==> config.mk <==
export PLATFORM = sky130hd
export DESIGN_NAME = cpe_instr_seq
export DESIGN_NICKNAME = d
export VERILOG_FILES = /design/src/rtl/cpe_instr_seq.sv
export SDC_FILE = /design/constraint.sdc
export NUM_CORES = 1
export LEC_CHECK = 0
export ABC_AREA = 0
export ABC_CLOCK_PERIOD_IN_PS = 12600
export BUFFER_PORTS_ARGS = -buffer_cell sky130_fd_sc_hd__buf_2
export CORE_ASPECT_RATIO = 1.5
export CORE_MARGIN = 5
export CORE_UTILIZATION = 55
export DETAILED_ROUTE_END_ITERATION = 8
export GPL_TIMING_DRIVEN = 0
export PLACE_DENSITY = 0.75
export SYNTH_ARGS = -nofsm -noshare
export SYNTH_HDL_FRONTEND = slang
export SYNTH_SLANG_ARGS = --single-unit
==> constraint.sdc <==
create_clock -name clk_w_i -period 12.6 [get_ports clk_w_i]
set_input_delay 1.26 -clock clk_w_i [delete_from_list [all_inputs] [get_ports clk_w_i]]
set_output_delay 1.26 -clock clk_w_i [all_outputs]
set_load 0.02 [all_outputs]
==> src/rtl/cpe_instr_seq.sv <==
// Instruction sequencer for cpe_cpu: a loadable program buffer played back
// one entry per cycle, in single-pass or looped mode, with stall and abort
// controls and a saturating issued-instruction counter.
module cpe_instr_seq #(
    parameter int unsigned            DATA_W    = 32,
    parameter int unsigned            DEPTH     = 16,
    parameter int unsigned            ADDR_W    = 4,
    parameter logic [DATA_W-1:0]      NOP_INSTR = 32'h0000_0013
) (
    input  logic                clk_w_i,
    input  logic                res_w_i_l,
    input  logic                load_w_i_h,
    input  logic [DATA_W-1:0]   load_data_w_i,
    input  logic                clear_w_i_h,
    input  logic                start_w_i_h,
    input  logic                loop_w_i_h,
    input  logic                stall_w_i_h,
    input  logic                stop_w_i_h,
    output logic [DATA_W-1:0]   instr_w_o,
    output logic                instr_vld_w_o_h,
    output logic                busy_w_o_h,
    output logic                done_w_o_h,
    output logic                full_w_o_h,
    output logic [ADDR_W:0]     count_w_o,
    output logic [15:0]         issued_w_o
);

    typedef enum logic [1:0] {
        IDLE = 2'd0,
        RUN  = 2'd1,
        DONE = 2'd2
    } state_t;

    localparam logic [ADDR_W:0] DEPTH_C = (ADDR_W+1)'(DEPTH);
    localparam logic [ADDR_W:0] ONE_C   = (ADDR_W+1)'(1);

    logic [DATA_W-1:0] mem [DEPTH];

    state_t              state, state_d;
    logic [ADDR_W-1:0]   wr_ptr, wr_ptr_d;
    logic [ADDR_W-1:0]   rd_ptr, rd_ptr_d;
    logic [ADDR_W:0]     count, count_d;
    logic [15:0]         issued, issued_d;
    logic                loop_q, loop_d;
    logic [DATA_W-1:0]   instr_q, instr_d;
    logic                vld_q, vld_d;
    logic                mem_we;
    logic                full;
    logic                last;

    assign full = (count == DEPTH_C);
    assign last = ({1'b0, rd_ptr} == (count - ONE_C));

    // Program buffer write port; contents deliberately survive reset.
    always_ff @(posedge clk_w_i) begin
        if (mem_we) begin
            mem[wr_ptr] <= load_data_w_i;
        end
    end

    // State and output registers.
    always_ff @(posedge clk_w_i or negedge res_w_i_l) begin
        if (!res_w_i_l) begin
            state   <= IDLE;
            wr_ptr  <= '0;
            rd_ptr  <= '0;
            count   <= '0;
            issued  <= '0;
            loop_q  <= 1'b0;
            instr_q <= NOP_INSTR;
            vld_q   <= 1'b0;
        end else begin
            state   <= state_d;
            wr_ptr  <= wr_ptr_d;
            rd_ptr  <= rd_ptr_d;
            count   <= count_d;
            issued  <= issued_d;
            loop_q  <= loop_d;
            instr_q <= instr_d;
            vld_q   <= vld_d;
        end
    end

    // Next-state logic: clear overrides everything, then per-state behaviour.
    always_comb begin
        state_d  = state;
        wr_ptr_d = wr_ptr;
        rd_ptr_d = rd_ptr;
        count_d  = count;
        issued_d = issued;
        loop_d   = loop_q;
        instr_d  = NOP_INSTR;
        vld_d    = 1'b0;
        mem_we   = 1'b0;

        if (clear_w_i_h) begin
            state_d  = IDLE;
            wr_ptr_d = '0;
            rd_ptr_d = '0;
            count_d  = '0;
        end else begin
            case (state)
                IDLE: begin
                    if (load_w_i_h && !full) begin
                        mem_we   = 1'b1;
                        wr_ptr_d = wr_ptr + 1'b1;
                        count_d  = count + ONE_C;
                    end
                    // Start sees the count including a same-cycle load.
                    if (start_w_i_h && (count_d != '0)) begin
                        state_d  = RUN;
                        rd_ptr_d = '0;
                        issued_d = '0;
                        loop_d   = loop_w_i_h;
                    end
                end
                RUN: begin
                    if (stop_w_i_h) begin
                        state_d = IDLE;
                    end else if (!stall_w_i_h) begin
                        instr_d = mem[rd_ptr];
                        vld_d   = 1'b1;
                        if (issued != 16'hFFFF) begin
                            issued_d = issued + 16'd1;
                        end
                        if (last) begin
                            if (loop_q) begin
                                rd_ptr_d = '0;
                            end else begin
                                state_d = DONE;
                            end
                        end else begin
                            rd_ptr_d = rd_ptr + 1'b1;
                        end
                    end
                end
                DONE: begin
                    if (start_w_i_h) begin
                        state_d  = RUN;
                        rd_ptr_d = '0;
                        issued_d = '0;
                        loop_d   = loop_w_i_h;
                    end
                end
                default: begin
                    state_d = IDLE;
                end
            endcase
        end
    end

    assign instr_w_o       = instr_q;
    assign instr_vld_w_o_h = vld_q;
    assign busy_w_o_h      = (state == RUN);
    assign done_w_o_h      = (state == DONE);
    assign full_w_o_h      = full;
    assign count_w_o       = count;
    assign issued_w_o      = issued;

endmodule

==> out/results.txt, run 1 <==
Highest clock rate - 306 MHz
Critical Path Fanout Max - 8
Cell-internal power - 3030 uW
Asr flop ratio synth - 11.3%
Most used DFF post-synth - edfxtp_1
Antenna viol nets, final - 0
Synthesized area - 22,400 um2
# DRC - 2
Critical Path AT - 3530 ps
Final non-filler cell total - 1,757
Failing checks - DRC
Post-synth EDFFs - 512
Ys Warns - 0
Die height - 257 um
Sequential power share - 55.0%
GR Util All Layers - 22.3%
CP Class - register to register
Unrepaired setup endpoints after global routing - false
Cell variety after synth - 55
Mean post-synth cell area - 21.6 um2
Largest net degree at the start of global routing - 57
CTS root buf - clkbuf_16
Synth Register Bits - 577
Sw frac - 21.5%
H-tree levels - 2
First-pass GRT wire length - 73.9 mm
Vias in the first global route - 11,400
Leakage power - 0.00838 uW
Overall power - 3860 uW
Synthesized net count - 1,085
Tmin final - 3270 ps
Layout area overhead - 14.3%
Core Area - 40,200 um2
Clock power frac - 37.5%
Critical Path Sink Type - register
Clk pin slew, worst setup/hold paths - 70 ps
Worst path most repeated cell - buf_6
Yosys top cell area share - 68.8%
Clk sink count - 577
Final Worst Setup Slack - 9330 ps
WL final - 49.6 mm
Worst Hold Class - register to register
Ports - 97
Initial Util - 55.6%
PwrDens - 151 nW/um2
Setup crit start - count_w_o[0]
Worst slew margin relative to its limit - 25.1%
Cts hold-fix bufs - 0
Chip width - 175 um
Tightest Pin Transition - 1120 ps
Final Max Tran Viols - 0
Share of cells above drive strength 1 - 32.5%
DR vias/cell - 6.28
RR Startpoint - count_w_o[0]
Synth area leader - edfxtp_1
Combinational share of power - 7.5%
Final Util - 63.6%
WP data required - 12,860 ps
Die area - 44,900 um2
Layout Skew - 21.4 ps
Run status - finished with violations
Register area share after synthesis - 76.1%
GPL Wtd Cong - 0.850
Row count - 90
Ordered list of cells on the worst path - buf_6, inv_1, ha_1, nand4bb_1, nand3_1, nor2_1, nand2_1, nor3_2, buf_6, buf_6, buf_6
Gr ovfl total - 0
CP peak stage delay - 620 ps
VDD IR-drop max - 0.000106 V
Setup Buffers After CTS - 0
Cells after DPL - 1,668
DR vias - 11,000
Max Cap Violations - 0
Synth area leaders - edfxtp_1 69%, mux4_2 16%, dfrtp_1 6.9%
TritonCTS clock tree - yes
CP bufs+invs - 5
Final worst path period share - 25.9%
Total CTS buffers - 48
Dpl hpwl - 29.7 mm
Post-CTS Resized - 0
Setup TNS - 0 ps
Critical path's top delay family - simple AND/OR/NAND/NOR gates
Clock latency on the worst-skew pair - 570 ps
Routed WL per cell - 28.2 um
Switching pwr - 832 uW
Source of the worst hold timing path - issued_w_o[14]
CP max-delay cell - nor3_2
First drt pass iteration count - 9
Final hold vios - 0
Initial antenna violation count - 4
Clock Path Buffers - 3
Crit start category - register
Final net count - 1,260
Cell count after synthesis - 1,037
Final setup violation count - 0
Worst slack at placement - 8920 ps
I/O Buffers - 96
Starting DRT DRC Count - 1,239
## worst paths after layout
check	end	depth (start not counted)	slack [ps]
max	mem[2][16]	11	9330
min reg2reg	issued_w_o[14]	1	500
min	issued_w_o[14]	1	500
min in group asynchronous	instr_w_o[5]	1	530
max in group asynchronous	instr_w_o[20]	2	11490
max reg2reg	mem[2][16]	11	9330
## cell usage after synthesis (11+ instances only)
library cell  number
edfxtp_1         512
mux4_2           160
dfrtp_1           62
nor2_1            33
nor2b_1           32
o21ai_0           25
nand2_1           24
clkbuf_1          22
buf_2             14
a21oi_1           11
buf_1             11
## kinds of logic (layout without fill, tap and decap cells)
| group | Yosys count | count (layout) | synth area share, % |
|---|---|---|---|
| fa+ha+maj | 8 | 8 | 0.448 |
| compound gates | 65 | 65 | 1.97 |
| flops | 577 | 577 | 76.1 |
| simple gates | 148 | 148 | 3.54 |
| other cells | 0 | 1 | 0 |
| mux | 161 | 161 | 16.2 |
| buf+inv | 67 | 280 | 1.38 |
| xor+xnor | 11 | 11 | 0.431 |
## power by group through the flow
stage	combinational [uW]	clock (uW)	sequential, uW
2_1_floorplan	181	0	2170
3_3_place_gp	270	0	2170
3_5_place_dp	290	0	2170
4_1_cts	292	1470	2130
5_1_grt	312	1550	2130
6_report	289	1450	2130
## area by class of cell
cell class                      count  area [um2]
Sequential cell                   577       17000
Fill cell                        2542       14700
Multi-Input combinational cell    393        5150
Clock buffer                       65        1310
Timing Repair Buffer              125         938
Tap cell                          506         633
Buffer                             55         263
Clock inverter                     23         204
Inverter                           12        45.0
Antenna cell                        1        2.50
## through the flow
stage,hold slack [ps],instance area (um2)
after floorplan,514,22400
after global placement,479,23500
after detailed placement,496,24000
after CTS,504,25500
after global routing,528,25600
final,504,25600
## registers in the layout, summed over array words and instances, names as in the netlist
register / flops
count_w_o: 5
state: 2
instr_w_o: 32
instr_vld_w_o_h: 1
rd_ptr: 4
wr_ptr: 4
loop_q: 1
issued_w_o: 16
mem: 512
## placed cells by master, fill, tap and decap left out, types with 9 or more instances in the layout
master / netlist / final
nor2_4: 0 / 12
nand3_1: 10 / 10
clkbuf_16: 0 / 49
mux4_2: 160 / 160
buf_12: 0 / 11
dfrtp_1: 62 / 62
a21oi_1: 11 / 11
edfxtp_1: 512 / 512
buf_2: 14 / 109
nand2_1: 24 / 24
o31ai_1: 9 / 9
inv_1: 10 / 10
clkbuf_1: 22 / 36
nor2b_1: 32 / 32
nor2_1: 33 / 21
buf_1: 11 / 11
o21ai_0: 25 / 25
buf_6: 3 / 19
xnor2_1: 9 / 9
## routing by layer
layer | track usage [%] | vias to the layer above | share of wire (%)
li1 | - | 4628 | -
met1 | 29.7 | 5731 | 37
met2 | 39.0 | 567 | 53
met3 | 3.42 | 103 | 8.0
met4 | 6.01 | 6 | 2.3
met5 | 0 | - | 0.069
Note: power is estimated with default switching activity, not from simulation.
==> run 2: changes to the inputs <==
--- a/config.mk
+++ b/config.mk
@@ -6,14 +6,14 @@
 export NUM_CORES = 1
 export LEC_CHECK = 0
 export ABC_AREA = 0
-export ABC_CLOCK_PERIOD_IN_PS = 12600
+export ABC_CLOCK_PERIOD_IN_PS = 2620
 export BUFFER_PORTS_ARGS = -buffer_cell sky130_fd_sc_hd__buf_2
 export CORE_ASPECT_RATIO = 1.5
 export CORE_MARGIN = 5
 export CORE_UTILIZATION = 55
 export DETAILED_ROUTE_END_ITERATION = 8
 export GPL_TIMING_DRIVEN = 0
-export PLACE_DENSITY = 0.75
+export PLACE_DENSITY = 0.78
 export SYNTH_ARGS = -nofsm -noshare
 export SYNTH_HDL_FRONTEND = slang
 export SYNTH_SLANG_ARGS = --single-unit
==> constraint.sdc (replaced) <==
create_clock -name clk_w_i -period 2.62 [get_ports clk_w_i]
set_input_delay 0.262 -clock clk_w_i [delete_from_list [all_inputs] [get_ports clk_w_i]]
set_output_delay 0.262 -clock clk_w_i [all_outputs]
set_load 0.02 [all_outputs]
==> run 2 against run 1 <==
Effect of this change:
- the flow finishes with violations (setup timing)
- largest power group unchanged
- critical path depth shrank 3
- cell count grew 0.80%
- hold slack lost 440 ps
- setup slack worse by 9500 ps
- critical endpoint is now mem[13][16]
- flip-flop and latch count unchanged
- register-to-register slack lost 9500 ps
- clock skew decreased by 12 ps
- non-clock buffer count is 8 higher
==> out/results.txt, run 2 (synthesis gave the netlist of run 1 again) <==
Share of cells above drive strength 1 - 34.7%
Most flop-heavy register - mem
Worst Hold Class - primary input to register
Run status - finished with violations
Critical path's top delay family - simple AND/OR/NAND/NOR gates
PwrDens - 724 nW/um2
Vias in the first global route - 11,800
Core Area - 40,200 um2
Clock Path Buffers - 3
Row count - 90
Initial Util - 55.6%
Most frequent cells in the layout - 512 x edfxtp_1, 160 x mux4_2, 110 x buf_2
Leading cell type in the layout, fill and taps excluded - edfxtp_1
Final setup violation count - 96
H-tree levels - 2
Clk pin slew, worst setup/hold paths - 70 ps
Max Cap Violations - 0
Tightest Pin Transition - 1410 ps
Failing checks - setup timing
Critical Path Fanout Max - 32
I/O Buffers - 96
Routed WL per cell - 29.0 um
Unrepaired setup endpoints after global routing - true
DR vias - 11,300
Worst path most repeated cell - nor2_4
CTS root buf - clkbuf_16
First-pass GRT wire length - 76.6 mm
Ports - 97
First drt pass iteration count - 6
Initial antenna violation count - 2
Clock latency on the worst-skew pair - 570 ps
Leakage power - 0.00854 uW
# DRC - 0
GPL Wtd Cong - 0.851
Die height - 257 um
Final net count - 1,270
Antenna viol nets, final - 0
WL final - 51.3 mm
Cells after DPL - 1,657
Chip width - 175 um
Critical Path AT - 2910 ps
CP max-delay cell - nor2_4
Final hold vios - 0
Final Max Tran Viols - 0
DR vias/cell - 6.36
CP bufs+invs - 2
Highest clock rate - 365 MHz
Clk sink count - 577
Worst slack at placement - -427 ps
Dpl hpwl - 29.0 mm
Ordered list of cells on the worst path - buf_6, inv_4, ha_4, nand4bb_4, nand3_4, nor2_4, nand2_4, nor2_4
VDD IR-drop max - 0.000540 V
Placed cell areas - 24,100 um2
Total CTS buffers - 50
Final Util - 64.5%
Layout area overhead - 15.9%
TritonCTS clock tree - yes
Final worst path period share - 105%
Worst slew margin relative to its limit - 5.76%
Critical Path Sink Type - register
Crit start category - register
Largest net degree at the start of global routing - 56
Layout Skew - 9.18 ps
CP peak stage delay - 1060 ps
Gr ovfl total - 0
Starting DRT DRC Count - 1,187
Largest register FFs - 512
Final non-filler cell total - 1,771
Tmin final - 2740 ps
Die area - 44,900 um2
WP data required - 2790 ps
Filler cell count in the final layout - 2,468
Final Worst Setup Slack - -123 ps
GR Util All Layers - 23.0%
Final Cell Area - 25,900 um2
CP Class - register to register
[run 2: changes by cell type in the layout (fill, tap and decap cells not counted), sizes merged, moves of 2 or more]
cell         before  now
bufinv            3    1
dlygate4sd3       0    3
inv              12   14
clkinv           17   20
clkbuf           88   94
[run 2: area by class of cell]
cell class | instances | area [um2] | share of cell area [%]
repair buffers | 133 | 1120 | 4.34
plain buffers | 55 | 300 | 1.16
multi-input cells | 393 | 5250 | 20.2
clock buffers | 68 | 1400 | 5.40
clock inverters | 25 | 155 | 0.599
diodes | 2 | 5.00 | 0.0193
well taps | 506 | 633 | 2.44
inverters | 12 | 47.5 | 0.183
flip-flops and latches | 577 | 17000 | 65.6
[run 2: through the flow]
stage / hold WS, ps / TNS, ps / power, uW
finish: 62.1 / -8310 / 18800
global route: 58.5 / -20690 / 19400
CTS: 41.1 / -10350 / 18900
detailed placement: 129 / -97130 / 11800
global placement: 486 / -495610 / 11700
floorplan: -33.6 / -39800 / 11300
[run 2: power by group]
part,leakage (uW),internal (uW),switching [uW],total (uW)
registers,0.00550,10200,72.4,10200
clock network,0.000760,3850,3210,7070
logic,0.00228,661,805,1470
total,0.00854,14700,4090,18800
[run 2: worst paths after layout]
check	startpoint	end	slack [ps]	cells past startpoint
max	count_w_o[0]	mem[13][16]	-120	8
min	load_data_w_i[6]	mem[9][6]	60	1
max reg2reg	count_w_o[0]	mem[13][16]	-120	8
min reg2reg	issued_w_o[15]	issued_w_o[15]	510	1
max in group asynchronous	res_w_i_l	instr_w_o[20]	1920	3
min in group asynchronous	res_w_i_l	instr_w_o[9]	90	2
[run 2: layer usage]
metal	wire length [um]	share of wire, %	global-route usage [%]	up-vias
met1	18100	35	29.9	5879
met3	4370	8.5	4.05	104
met2	27300	53	40.0	617
met4	1550	3.0	7.62	2
li1	-	-	-	4661
met5	13	0.025	0	-
[run 2: timing repair]
item                                   4_1_cts  5_1_grt
pin swaps                                   16        0
buffers inserted                            16        0
gates resized for setup                     27       12
hold buffers                                 3        0
endpoints found under the hold margin       66        0
setup endpoints to repair                  486      131
==> run 3: changes to the inputs <==
--- a/config.mk
+++ b/config.mk
@@ -5,7 +5,7 @@
 export SDC_FILE = /design/constraint.sdc
 export NUM_CORES = 1
 export LEC_CHECK = 0
-export ABC_AREA = 0
+export ABC_AREA = 1
 export ABC_CLOCK_PERIOD_IN_PS = 2620
 export BUFFER_PORTS_ARGS = -buffer_cell sky130_fd_sc_hd__buf_2
 export CORE_ASPECT_RATIO = 1.5
==> run 3 against run 2 <==
Effect of this change:
- combinational power increased to 2.6 times the previous value
- first-iteration DRC count increased by 80%
- synthesized cell count increased by 74%
- non-clock buffer count increased by 62
- cell count increased by 47%
- count of clock-buffer cells in the layout decreased by 7
- power increased by 19%
- setup slack improved by 180 ps
- the run now ends clean
- largest cell class unchanged
- global-route usage increased by 4.9 points
==> out/results.txt, run 3 <==
Synth Register Bits - 577
WP data required - 3050 ps
I/O Buffers - 96
Cell with the most instances after synthesis - edfxtp_1
Starting DRT DRC Count - 2,138
Final Worst Setup Slack - 53.6 ps
Leakage power - 0.00970 uW
Mean post-synth cell area - 12.7 um2
Clk pin slew, worst setup/hold paths - 70 ps
Final Cell Area - 27,000 um2
Overall power - 22,300 uW
Most frequent cells in the layout - 512 x edfxtp_1, 229 x nand2_1, 210 x o21ai_0
# DRC - 0
Chip width - 177 um
Clock Path Buffers - 3
Row count - 91
Most used DFF post-synth - edfxtp_1
Final worst path period share - 98.0%
Multi-input combinational cell area - 5310 um2
Vias in the first global route - 16,700
Routed WL per cell - 25.1 um
Synthesized net count - 1,855
Setup TNS - 0 ps
Initial antenna violation count - 3
Synthesized area - 23,000 um2
Share of cells above drive strength 1 - 16.4%
Critical Path Fanout Max - 10
Synth area leaders - edfxtp_1 67%, dfrtp_1 6.8%, o21ai_0 4.6%
Commonest cells in the netlist - 512 x edfxtp_1, 229 x nand2_1, 210 x o21ai_0
Final setup violation count - 0
Cell variety after synth - 39
Ys Warns - 0
TritonCTS clock tree - yes
Final hold vios - 0
GPL Wtd Cong - 0.901
Gr ovfl total - 0
CP peak stage delay - 560 ps
Cell count after synthesis - 1,807
Asr flop ratio synth - 11.3%
CP max-delay cell - clkbuf_1
VDD IR-drop max - 0.000556 V
Layout area overhead - 17.6%
Final net count - 2,048
Clk sink count - 577
Worst Hold Class - primary input to register
PwrDens - 824 nW/um2
Placed cell areas - 24,900 um2
Ports - 97
Largest net degree at the start of global routing - 54
Critical Path AT - 2990 ps
Critical path's top delay family - buffers and inverters
Reg area - 17,000 um2
Highest clock rate - 390 MHz
Critical Path Sink Type - register
CTS root buf - clkbuf_16
Most flop-heavy register - mem
Filler cell count in the final layout - 2,793
Synth area leader - edfxtp_1
Worst path most repeated cell - buf_4
Post-synth EDFFs - 512
Max Cap Violations - 0
Antenna viol nets, final - 0
Die height - 260 um
Yosys top cell area share - 66.9%
Worst slack at placement - -348 ps
Dpl hpwl - 41.8 mm
CP Class - register to register
Layout Skew - 12.8 ps
Initial Util - 55.7%
Final Max Tran Viols - 0
Final non-filler cell total - 2,601
Largest register FFs - 512
First-pass GRT wire length - 96.5 mm
Core Area - 41,200 um2
Worst slew margin relative to its limit - 42.3%
Ordered list of cells on the worst path - buf_2, buf_4, buf_4, clkbuf_1, nand2_1, nand3_1, nand4_1, a21oi_1
Clock latency on the worst-skew pair - 570 ps
First drt pass iteration count - 6
WL final - 65.3 mm
H-tree levels - 2
DR vias - 16,400
Die area - 46,000 um2
Crit start category - register
Flop-to-flop setup slack - 50 ps
GR Util All Layers - 28.0%
Tmin final - 2570 ps
DR vias/cell - 6.31
Cells after DPL - 2,486
Total CTS buffers - 49
Register area share after synthesis - 74.0%
CP bufs+invs - 4
Leading cell type in the layout, fill and taps excluded - edfxtp_1
Run status - completed
Tightest Pin Transition - 865 ps
==> run 3: cell types whose count changed after synthesis, moves of 16 or more <==
cell and change:
inv_1 +73, nand2_1 +205, nand3_1 +92, mux4_2 -160
nor2b_1 -32, buf_2 +24, o21ai_0 +185, o22ai_1 +17
a21oi_1 +91, nand4_1 +34, o221ai_1 +55, clkbuf_1 +33
nor2_1 +154, o21ai_2 +16
==> run 3: path summary, 6_finish.rpt <==
| path | from | end | depth (start not counted) |
|---|---|---|---|
| max | rd_ptr[0] | instr_w_o[31] | 8 |
| min | stop_w_i_h | state[1] | 4 |
| max reg2reg | rd_ptr[0] | instr_w_o[31] | 8 |
| min reg2reg | issued_w_o[2] | issued_w_o[2] | 2 |
| max in group asynchronous | res_w_i_l | instr_w_o[4] | 3 |
| min in group asynchronous | res_w_i_l | instr_w_o[19] | 2 |
==> run 3: per-stage QoR <==
stage | util [%] | hold slack [ps]
floorplan | - | -33.6
global placement | 58.9 | 521
detailed placement | 60.5 | 146
CTS | 65.4 | 19.7
global route | 65.5 | 57.3
finish | 65.5 | 49.7
==> run 3: layer usage <==
layer	share of wire (%)	wire, um	GRT usage [%]
met5	0.021	14	0
met3	9.8	6430	5.19
met4	7.0	4600	18.0
met1	33	21300	31.8
met2	50	32900	48.3
==> run 3: cell families after synthesis <==
| logic type | share of synthesized area (%) |
|---|---|
| compound gates | 10.5 |
| xor+xnor | 0.114 |
| fa+ha+maj | 0.436 |
| buf+inv | 3.62 |
| flops | 74.0 |
| simple gates | 11.3 |
==> run 3: layout make-up <==
class / instances / share of cell area (%)
antenna: 2 / 0.0185
buffer: 108 / 1.84
clock buffer: 61 / 4.94
clock inverter: 31 / 1.73
inverter: 91 / 1.26
multi-input combinational: 1031 / 19.7
sequential: 577 / 63.0
tap: 558 / 2.59
timing repair buffer: 142 / 4.98
==> run 3: repair_timing <==
item,4_1_cts,5_1_grt
pin swaps,13,2
hold buffers,2,0
hold endpoints to repair,63,0
endpoints found under the setup margin,347,331
buffers inserted,15,4
resized for setup,1,12
==> run 3: worst reg2reg max path, delay by kind of cell, from the launching register on <==
kind | cells | cell delay (ps)
and+or+nand+nor | 3 | 380
AOI/OAI and AO/OA | 1 | 380
buffers and inverters | 4 | 1300
DFF | 1 | 370
==> run 3: power by group <==
part / switching (uW) / leakage (uW) / internal, uW / total (uW)
clock network: 3280 / 0.000872 / 4810 / 8100
logic: 2890 / 0.00333 / 963 / 3850
registers: 96.2 / 0.00550 / 10200 / 10300
total: 6270 / 0.00970 / 16000 / 22300
